[src/rtl/bcd_display_scan.sv]
// bcd_display_scan: captures a packed 2-digit BCD word and drives a
// time-multiplexed 2-digit 7-segment display with registered outputs.
//
// state   | meaning
// --------+---------------------------------------------
// S_UNITS | units digit (an[0]) is being driven
// S_TENS  | tens digit (an[1]) is being driven or blanked
module bcd_display_scan #(
  parameter int REFRESH_DIV = 50000,
  parameter bit ACTIVE_LOW  = 1'b1
) (
  input  logic       i_clk,
  input  logic       i_rst,
  input  logic [7:0] i_bcd_in,
  input  logic       i_bcd_valid,
  input  logic       i_blank_lz,
  output logic [6:0] o_seg,
  output logic [1:0] o_an,
  output logic       o_frame_done,
  output logic       o_bcd_err
);

  localparam int DIV_W = (REFRESH_DIV > 1) ? $clog2(REFRESH_DIV) : 1;
  localparam logic [DIV_W-1:0] DIV_LAST = DIV_W'(REFRESH_DIV - 1);

  localparam logic [0:0] S_UNITS = 1'b0;
  localparam logic [0:0] S_TENS  = 1'b1;

  // All-off patterns in the board polarity
  localparam logic [6:0] SEG_OFF = ACTIVE_LOW ? 7'h7F : 7'h00;
  localparam logic [1:0] AN_OFF  = ACTIVE_LOW ? 2'b11 : 2'b00;

  logic [7:0]       r_value;
  logic             r_err;
  logic [DIV_W-1:0] r_div_cnt;
  logic [0:0]       r_state;
  logic             r_frame_done;
  logic [6:0]       r_seg;
  logic [1:0]       r_an;

  logic             w_wrap;
  logic [3:0]       w_digit;
  logic             w_blank;
  logic [6:0]       w_seg_hi;
  logic [1:0]       w_an_hi;

  // Active-high segment pattern {g,f,e,d,c,b,a}; non-BCD nibbles show a dash
  function automatic logic [6:0] seg_decode(input logic [3:0] d);
    case (d)
      4'd0:    seg_decode = 7'h3F;
      4'd1:    seg_decode = 7'h06;
      4'd2:    seg_decode = 7'h5B;
      4'd3:    seg_decode = 7'h4F;
      4'd4:    seg_decode = 7'h66;
      4'd5:    seg_decode = 7'h6D;
      4'd6:    seg_decode = 7'h7D;
      4'd7:    seg_decode = 7'h07;
      4'd8:    seg_decode = 7'h7F;
      4'd9:    seg_decode = 7'h6F;
      default: seg_decode = 7'h40;
    endcase
  endfunction

  assign w_wrap = (r_div_cnt == DIV_LAST);

  // Capture register and non-BCD flag, both updated only on a valid strobe
  always_ff @(posedge i_clk) begin
    if (i_rst) begin
      r_value <= 8'h00;
      r_err   <= 1'b0;
    end else if (i_bcd_valid) begin
      r_value <= i_bcd_in;
      r_err   <= (i_bcd_in[7:4] > 4'd9) | (i_bcd_in[3:0] > 4'd9);
    end
  end

  // Refresh divider: counts 0..REFRESH_DIV-1 and wraps
  always_ff @(posedge i_clk) begin
    if (i_rst) begin
      r_div_cnt <= '0;
    end else if (w_wrap) begin
      r_div_cnt <= '0;
    end else begin
      r_div_cnt <= r_div_cnt + 1'b1;
    end
  end

  // Scan FSM: toggles digit on each divider wrap; end of tens slot closes a frame
  always_ff @(posedge i_clk) begin
    if (i_rst) begin
      r_state      <= S_UNITS;
      r_frame_done <= 1'b0;
    end else begin
      r_frame_done <= 1'b0;
      if (w_wrap) begin
        case (r_state)
          S_UNITS: r_state <= S_TENS;
          default: begin
            r_state      <= S_UNITS;
            r_frame_done <= 1'b1;
          end
        endcase
      end
    end
  end

  // Digit select, leading-zero blanking and decode in active-high form
  always_comb begin
    w_digit  = (r_state == S_TENS) ? r_value[7:4] : r_value[3:0];
    w_blank  = (r_state == S_TENS) && i_blank_lz && (r_value[7:4] == 4'd0);
    w_seg_hi = 7'h00;
    w_an_hi  = 2'b00;
    if (!w_blank) begin
      w_seg_hi = seg_decode(w_digit);
      w_an_hi  = (r_state == S_TENS) ? 2'b10 : 2'b01;
    end
  end

  // Registered output stage with board polarity applied
  always_ff @(posedge i_clk) begin
    if (i_rst) begin
      r_seg <= SEG_OFF;
      r_an  <= AN_OFF;
    end else begin
      r_seg <= ACTIVE_LOW ? ~w_seg_hi : w_seg_hi;
      r_an  <= ACTIVE_LOW ? ~w_an_hi  : w_an_hi;
    end
  end

  assign o_seg        = r_seg;
  assign o_an         = r_an;
  assign o_frame_done = r_frame_done;
  assign o_bcd_err    = r_err;

endmodule
[config.mk]
export PLATFORM = sky130hd
export DESIGN_NAME = bcd_display_scan
export DESIGN_NICKNAME = d
export VERILOG_FILES = /design/src/rtl/bcd_display_scan.sv
export SDC_FILE = /design/constraint.sdc
export NUM_CORES = 1
export LEC_CHECK = 0
export ABC_AREA = 0
export BUFFER_PORTS_ARGS = -buffer_cell sky130_fd_sc_hd__clkbuf_2
export CORE_ASPECT_RATIO = 0.7
export CORE_UTILIZATION = 50
export CTS_BUF_LIST = sky130_fd_sc_hd__clkbuf_2 sky130_fd_sc_hd__clkbuf_4 sky130_fd_sc_hd__clkbuf_8
export DETAILED_ROUTE_END_ITERATION = 8
export GPL_TIMING_DRIVEN = 0
export PLACE_DENSITY = 0.74
export SLEW_MARGIN = 40
export SYNTH_ARGS = -nofsm -noshare
export SYNTH_HDL_FRONTEND = slang
export SYNTH_SLANG_ARGS = --single-unit
export TNS_END_PERCENT = 5
[constraint.sdc]
create_clock -name i_clk -period 1.7 [get_ports i_clk]
set_input_delay 0.17 -clock i_clk [delete_from_list [all_inputs] [get_ports i_clk]]
set_output_delay 0.17 -clock i_clk [all_outputs]
set_load 0.005 [all_outputs]
==> tab_implementation.tex, run 1 <==
\begin{tabular}{lr}
\hline
Metric & Value \\
\hline
\multicolumn{2}{l}{\textbf{Outcome}} \\
\quad Result of the run & finished, final reports clean \\
\multicolumn{2}{l}{\textbf{Floorplan}} \\
\quad Total die area & 3430 sq um \\
\quad Area of the core & 2920 sq um \\
\quad Chip Width & 69.5 microns \\
\quad Effective utilization at floorplan & 0.546 \\
\quad Die height & 49.3 microns \\
\quad Row Count & 16 \\
\quad I/O pin count & 23 \\
\multicolumn{2}{l}{\textbf{Global routing}} \\
\quad Number of global-route vias before repair & 1100 \\
\quad Gr usage total & 0.192 \\
\quad Overflow after GRT & 0 \\
\quad Pin count of the biggest net entering global routing & 11 \\
\quad Number of antenna violations at the first check in global routing & 0 \\
\quad Global-route wire length before repair & 5010 microns \\
\multicolumn{2}{l}{\textbf{Critical path}} \\
\quad Family with the most delay on the worst path & simple AND/OR/NAND/NOR gates \\
\quad Worst EP required & 1.88 ns \\
\quad CP Cell Sequence & ha\_2 -> and3\_2 -> nand4\_1 -> nand2b\_1 -> buf\_6 -> buf\_6 -> nor2\_1 \\
\quad Library cell contributing the largest single delay on the critical path & dfxtp\_1 \\
\quad Worst path bufs/invs & 2 \\
\quad Endpoint class of the critical path & register \\
\quad Crit Path Max Fanout & 10 \\
\quad Most numerous cell on the critical path & buf\_6 \\
\quad Crit path DAT & 1.73 ns \\
\quad Category of the worst setup path launch point & register \\
\quad Classification of the worst setup path & register to register \\
\quad Maximum single-stage delay on the critical path & 0.39 ns \\
\multicolumn{2}{l}{\textbf{Routing}} \\
\quad Via count normalized by instance count & 5.25 \\
\quad Final Routed Wirelength & 2920 microns \\
\quad Remaining DRCs & 0 \\
\quad Post-route antenna net violation count & 0 \\
\quad Initial DRT Pass Iterations & 4 \\
\quad Violation count after the first detailed-routing iteration & 129 \\
\quad WL per Instance & 12.7 microns \\
\quad Vias & 1208 \\
\multicolumn{2}{l}{\textbf{Cells and area}} \\
\quad P\&R area growth vs syn & 15.5\% \\
\quad Proportion of layout cells with a drive suffix above 1 & 0.247 \\
\quad Design Area, Final & 1840 sq um \\
\quad FF+latch area & 721 sq um \\
\quad Area taken by multi-input logic gates & 827 sq um \\
\quad Layout net count & 212 \\
\quad Number of fill cells & 249 \\
\quad Diodes inserted & 0 \\
\multicolumn{2}{l}{\textbf{Placed design}} \\
\quad Final HPWL from detailed placement & 2190 microns \\
\quad Number of buffers inserted by port buffering & 21 \\
\quad Post-DP Area & 1750 sq um \\
\quad GP Congestion & 0.891 \\
\multicolumn{2}{l}{\textbf{STA}} \\
\quad Setup\_tns & 0 ns \\
\quad Final Cycle Share & 0.912 \\
\quad RSZ-0062 raised after global routing & no \\
\quad Highest Clock Rate & 645 MHz \\
\quad Final Hold Vio Count & 0 \\
\quad Final-report setup violation count & 0 \\
\quad Max Transition Viols Final & 0 \\
\quad Worst setup skew after layout & 0.00934 ns \\
\quad Slew at the pin with the worst max-slew slack & 0.403 ns \\
\quad Post-layout minimum cycle time & 1.55 ns \\
\quad Relative slew slack & 0.723 \\
\multicolumn{2}{l}{\textbf{Synth}} \\
\quad Distinct cells, synth & 34 \\
\quad Post-synthesis sequential area ratio & 0.451 \\
\quad Nets in the synthesized netlist & 184 \\
\quad Most common cell in the synthesized netlist & dfxtp\_1 \\
\quad Primary FF master, synth & dfxtp\_1 \\
\quad Post-synth EDFFs & 0 \\
\quad Yosys top cell by area & dfxtp\_1 \\
\quad Synthesized area per cell & 9.62 sq um \\
\quad Synth async-reset ratio & 0 \\
\quad Yosys top cell area share & 0.451 \\
\quad Cell Area, Synth & 1600 sq um \\
\quad Dominant cells by area after synthesis & dfxtp\_1, mux2i\_1, nor2\_1 \\
\quad Register bit total from synthesis & 36 \\
\quad Synth Instances & 166 \\
\quad Most common library cells after synthesis & dfxtp\_1, nor2\_1, mux2i\_1 \\
\quad Number of warnings issued by yosys & 0 \\
\multicolumn{2}{l}{\textbf{Clock tree}} \\
\quad Number of buffers between clock root and the deepest sink & 2 \\
\quad Total setup buffers inserted after CTS & 0 \\
\quad Total clock buffers created by CTS & 5 \\
\quad Clock slew at reported path FFs & 0.07 ns \\
\quad Worst-skew pair later-pin latency & 0.29 ns \\
\quad Clock tree from TritonCTS & yes \\
\quad Number of H-tree levels & 2 \\
\quad Clock sinks & 36 \\
\quad Clock root buffer master & clkbuf\_8 \\
\multicolumn{2}{l}{\textbf{Flow run}} \\
\quad Number of max-cap violations & 0 \\
\multicolumn{2}{l}{\textbf{Pwr}} \\
\quad Power per cell area & 880 nW/um\^{}2 \\
\quad Leak pwr & 0.741 nW \\
\quad Largest vdd supply drop & 0.000618 V \\
\multicolumn{2}{l}{\textbf{Worst hold path}} \\
\quad Hold Path Class & input port to register \\
\hline
\end{tabular}
-- routing by layer --
metal	wire length [microns]	track usage
met1	1520	0.261
met2	1180	0.262
met3	148	0.0517
met4	74	0.133
met5	0	0
-- through the flow --
step	instances	power [mW]	setup slack, ns	util	hold slack (ns)
floorplan	166	1.01	0.247	-	0.242
global placement	223	1.05	0.0905	0.598	0.407
detailed placement	223	1.06	0.0300	0.598	0.418
CTS	230	1.63	0.0104	0.625	0.118
global route	230	1.70	0.0200	0.631	0.126
finish	230	1.62	0.149	0.631	0.125
-- sequential cells by signal, indices dropped and copies added, names as in the netlist --
register	count
o_seg	7
r_value	8
o_an	2
o_frame_done	1
o_bcd_err	1
r_state	1
r_div_cnt	16
-- placed cells by master, fill, tap and decap left out, types with 3 or more instances in the layout --
| master | synthesis | final |
|---|---|---|
| nor2_1 | 27 | 27 |
| xnor2_1 | 11 | 11 |
| nand2_1 | 9 | 9 |
| clkbuf_8 | 0 | 5 |
| ha_1 | 6 | 5 |
| nor3_1 | 4 | 4 |
| inv_1 | 7 | 7 |
| nand3_1 | 6 | 6 |
| a21oi_1 | 4 | 4 |
| xor2_1 | 3 | 3 |
| nor4_1 | 4 | 4 |
| clkbuf_2 | 0 | 21 |
| mux2i_1 | 13 | 12 |
| nand4_1 | 3 | 3 |
| dfxtp_1 | 36 | 36 |
| nor2_2 | 3 | 3 |
| o21ai_0 | 7 | 7 |
-- report_power, final --
group / internal [mW] / switching [mW] / leakage (nW) / total [mW]
registers: 0.880 / 0.0228 / 0.295 / 0.903
logic: 0.0685 / 0.0737 / 0.401 / 0.142
clock network: 0.294 / 0.284 / 0.0445 / 0.578
total: 1.24 / 0.381 / 0.741 / 1.62
-- final cells by class --
type                       count  share of cell area
multi-input combinational    118               0.448
clock buffer                   6              0.0414
buffer                         5              0.0210
tap                           36              0.0244
sequential                    36               0.391
timing repair buffer          21              0.0570
inverter                       7              0.0142
clock inverter                 1             0.00271
-- worst register-to-register path: stages (launching register included) --
cell and delay [ns]:
dfxtp_1 0.39, ha_2 0.23, and3_2 0.22, nand4_1 0.15, nand2b_1 0.13, buf_6 0.13, buf_6 0.14, nor2_1 0.06
-- cells by family after synthesis --
kind of cell,share of synthesized area
flip-flops,0.451
multiplexers,0.105
buffers and inverters,0.0408
AO/OA/AOI/OAI,0.0486
adder cells (fa/ha/maj),0.0470
XOR/XNOR,0.0768
AND/OR/NAND/NOR,0.230
-- what timing repair did --
action                     in CTS  in global routing
hold buffers                    0                  0
resized for setup               0                  4
setup endpoints to repair       0                 15
-- worst paths after layout --
kind                                                  to               startpoint  slack (ns)  cells after the start
worst max-delay path            r_div_cnt[11]$_SDFF_PP0_  r_div_cnt[0]$_SDFF_PP0_        0.15                      7
worst min-delay path             r_value[4]$_SDFFE_PP0P_              i_bcd_in[4]        0.13                      3
worst max register to register  r_div_cnt[11]$_SDFF_PP0_  r_div_cnt[0]$_SDFF_PP0_        0.15                      7
worst min register to register   r_div_cnt[0]$_SDFF_PP0_  r_div_cnt[0]$_SDFF_PP0_        0.47                      1
No activity file was read; power rests on OpenSTA's default activity.
==> inputs of run 2 (changes only) <==
- CORE_ASPECT_RATIO: 0.7 -> default
==> tab_implementation.tex, run 2 (synthesis results as in run 1) <==
\begin{tabular}{lr}
\hline
Metric & Value \\
\hline
\multicolumn{2}{l}{\textbf{Placed design}} \\
\quad Number of buffers inserted by port buffering & 21 (unchanged) \\
\quad GP Congestion & 0.812 (was 0.891) \\
\quad Final HPWL from detailed placement & 2210 microns (was 2190 microns) \\
\multicolumn{2}{l}{\textbf{Routing}} \\
\quad Post-route antenna net violation count & 0 (unchanged) \\
\quad Remaining DRCs & 0 (unchanged) \\
\quad Vias & 1224 (was 1208) \\
\quad Violation count after the first detailed-routing iteration & 45 (was 129) \\
\quad WL per Instance & 12.2 microns (was 12.7 microns) \\
\quad Final Routed Wirelength & 2920 microns (about the same) \\
\quad Via count normalized by instance count & 5.12 (was 5.25) \\
\quad Initial DRT Pass Iterations & 4 (unchanged) \\
\multicolumn{2}{l}{\textbf{STA}} \\
\quad Final-report setup violation count & 0 (unchanged) \\
\quad Max Transition Viols Final & 0 (unchanged) \\
\quad RSZ-0062 raised after global routing & no (unchanged) \\
\quad Highest Clock Rate & 643 MHz (was 645 MHz) \\
\quad Worst Hold Margin & 0.0652 ns (was 0.125 ns) \\
\quad Slew at the pin with the worst max-slew slack & 0.425 ns (was 0.403 ns) \\
\quad Worst setup skew after layout & 0.00521 ns (was 0.00934 ns) \\
\quad Post-layout minimum cycle time & 1.56 ns (was 1.55 ns) \\
\quad Setup\_tns & 0 ns (unchanged) \\
\quad Relative slew slack & 0.717 (was 0.723) \\
\quad Final Cycle Share & 0.916 (was 0.912) \\
\quad Final Hold Vio Count & 0 (unchanged) \\
\multicolumn{2}{l}{\textbf{Pwr}} \\
\quad Clk pwr share & 0.361 (was 0.356) \\
\quad Internal portion of total power & 1.25 mW (was 1.24 mW) \\
\quad Proportion of power drawn by combinational gates & 0.088 (about the same) \\
\quad Share of total power in sequential cells & 0.552 (was 0.556) \\
\quad Power dissipated by switching net loads & 0.383 mW (was 0.381 mW) \\
\quad Power consumption & 1.64 mW (was 1.62 mW) \\
\quad Largest vdd supply drop & 0.000756 V (was 0.000618 V) \\
\quad Net switching share of the total power & 0.234 (was 0.235) \\
\quad Leak pwr & 0.741 nW (about the same) \\
\quad Power per cell area & 882 nW/um\^{}2 (was 880 nW/um\^{}2) \\
\multicolumn{2}{l}{\textbf{Worst hold path}} \\
\quad Hold Path Class & input port to register (unchanged) \\
\multicolumn{2}{l}{\textbf{Floorplan}} \\
\quad Effective utilization at floorplan & 0.523 (was 0.546) \\
\quad Die height & 58.5 microns (was 49.3 microns) \\
\quad Row Count & 20 (was 16) \\
\quad Chip Width & 58.5 microns (was 69.5 microns) \\
\quad I/O pin count & 23 (unchanged) \\
\quad Area of the core & 3050 sq um (was 2920 sq um) \\
\quad Total die area & 3420 sq um (was 3430 sq um) \\
\multicolumn{2}{l}{\textbf{Critical path}} \\
\quad Endpoint class of the critical path & register (unchanged) \\
\quad Crit Path Max Fanout & 10 (unchanged) \\
\quad Worst EP required & 1.93 ns (was 1.88 ns) \\
\quad Classification of the worst setup path & register to register (unchanged) \\
\quad Category of the worst setup path launch point & register (unchanged) \\
\quad Crit path DAT & 1.78 ns (was 1.73 ns) \\
\multicolumn{2}{l}{\textbf{Global routing}} \\
\quad Overflow after GRT & 0 (unchanged) \\
\quad Number of antenna violations at the first check in global routing & 0 (unchanged) \\
\quad Pin count of the biggest net entering global routing & 13 (was 11) \\
\quad Global-route wire length before repair & 5090 microns (was 5010 microns) \\
\quad Gr usage total & 0.198 (was 0.192) \\
\quad Number of global-route vias before repair & 1200 (was 1100) \\
\multicolumn{2}{l}{\textbf{Cells and area}} \\
\quad Most frequent cells in the layout & dfxtp\_1, nor2\_1, clkbuf\_2 (unchanged) \\
\quad Most flops, register & r\_div\_cnt (unchanged) \\
\quad Number of fill cells & 278 (was 249) \\
\quad Most common cell after layout, fill and taps aside & dfxtp\_1 (unchanged) \\
\quad P\&R area growth vs syn & 16.2\% (was 15.5\%) \\
\quad Proportion of layout cells with a drive suffix above 1 & 0.251 (was 0.247) \\
\quad Layout net count & 212 (unchanged) \\
\quad Flip-flop count of the largest register, all copies and words added & 16 (unchanged) \\
\quad Area taken by multi-input logic gates & 825 sq um (was 827 sq um) \\
\quad Diodes inserted & 0 (unchanged) \\
\quad FF+latch area & 722 sq um (was 721 sq um) \\
\multicolumn{2}{l}{\textbf{Clock tree}} \\
\quad Worst-skew pair later-pin latency & 0.33 ns (was 0.29 ns) \\
\quad Number of H-tree levels & 2 (unchanged) \\
\quad Clock slew at reported path FFs & 0.11 ns (was 0.07 ns) \\
\quad Total setup buffers inserted after CTS & 0 (unchanged) \\
\quad Number of buffers between clock root and the deepest sink & 2 (unchanged) \\
\quad Total clock buffers created by CTS & 5 (unchanged) \\
\quad Clock sinks & 36 (unchanged) \\
\quad Clock tree from TritonCTS & yes (unchanged) \\
\quad Hold\_buf cts & 0 (unchanged) \\
\quad Clock root buffer master & clkbuf\_4 (was clkbuf\_8) \\
\multicolumn{2}{l}{\textbf{Flow run}} \\
\quad Number of max-cap violations & 0 (unchanged) \\
\multicolumn{2}{l}{\textbf{Outcome}} \\
\quad Result of the run & finished, final reports clean (unchanged) \\
\hline
\end{tabular}
==> run 2: cell types whose count changed in the layout (fill, tap and decap cells not counted) <==
cell        delta
dfxtp_2        +1
buf_6          +1
clkinvlp_4     +1
buf_4          -1
ha_2           -1
clkbuf_8       -5
ha_1           +1
clkbuf_4       +4
bufinv_16      +1
dfxtp_1        -1
==> run 2: timing repair <==
action,4_1_cts,5_1_grt
endpoints found under the setup margin,1,15
gates resized for setup,1,4
cloned,0,0
==> run 2: worst paths after layout <==
| check | start | cells past startpoint | end | slack, ns |
|---|---|---|---|---|
| worst min register to register | r_div_cnt[0]$_SDFF_PP0_ | 1 | r_div_cnt[0]$_SDFF_PP0_ | 0.45 |
| worst min-delay path | i_rst | 2 | o_bcd_err$_SDFFE_PP0P_ | 0.07 |
| worst max register to register | r_div_cnt[1]$_SDFF_PP0_ | 7 | r_div_cnt[11]$_SDFF_PP0_ | 0.14 |
| worst max-delay path | r_div_cnt[1]$_SDFF_PP0_ | 7 | r_div_cnt[11]$_SDFF_PP0_ | 0.14 |
==> run 2: final cells by class <==
class	count	share of cell area
Tap cell	44	0.0297
Clock inverter	3	0.0229
Sequential cell	36	0.389
Timing Repair Buffer	21	0.0566
Clock buffer	5	0.0202
Inverter	7	0.0142
Buffer	5	0.0229
Multi-Input combinational cell	118	0.444
==> run 2: metrics by stage <==
| step | area, sq um | cells | setup WS (ns) | util |
|---|---|---|---|---|
| final | 1860 | 239 | 0.144 | 0.608 |
| after global routing | 1860 | 239 | 0.00179 | 0.608 |
| after CTS | 1840 | 239 | 0.0808 | 0.603 |
| after detailed placement | 1760 | 231 | 0.0257 | 0.575 |
| after global placement | 1760 | 231 | 0.0852 | 0.575 |
| after floorplan | 1600 | 166 | 0.247 | - |
==> run 2: metal layers <==
| metal | up-vias | global-route usage | routed length, microns |
|---|---|---|---|
| li1 | 623 | - | - |
| met1 | 567 | 0.233 | 1330 |
| met2 | 32 | 0.337 | 1440 |
| met3 | 2 | 0.0527 | 127 |
| met4 | 0 | 0.0952 | 21 |
| met5 | - | 0 | 0 |
==> run 2: power by group through the flow <==
| stage | combinational, mW | sequential (mW) | clock (mW) |
|---|---|---|---|
| after floorplan | 0.0886 | 0.918 | 0 |
| after CTS | 0.143 | 0.902 | 0.605 |
| after detailed placement | 0.142 | 0.921 | 0 |
| final | 0.144 | 0.903 | 0.591 |
| after global placement | 0.135 | 0.918 | 0 |
| after global routing | 0.161 | 0.908 | 0.642 |
==> run 2: critical path, cell delays in order (launching register included) <==
cell and delay, ns:
dfxtp_1 0.38, ha_1 0.23, and3_2 0.24, nand4_1 0.14, nand2b_1 0.13, buf_6 0.13, buf_6 0.14, nor2_1 0.06
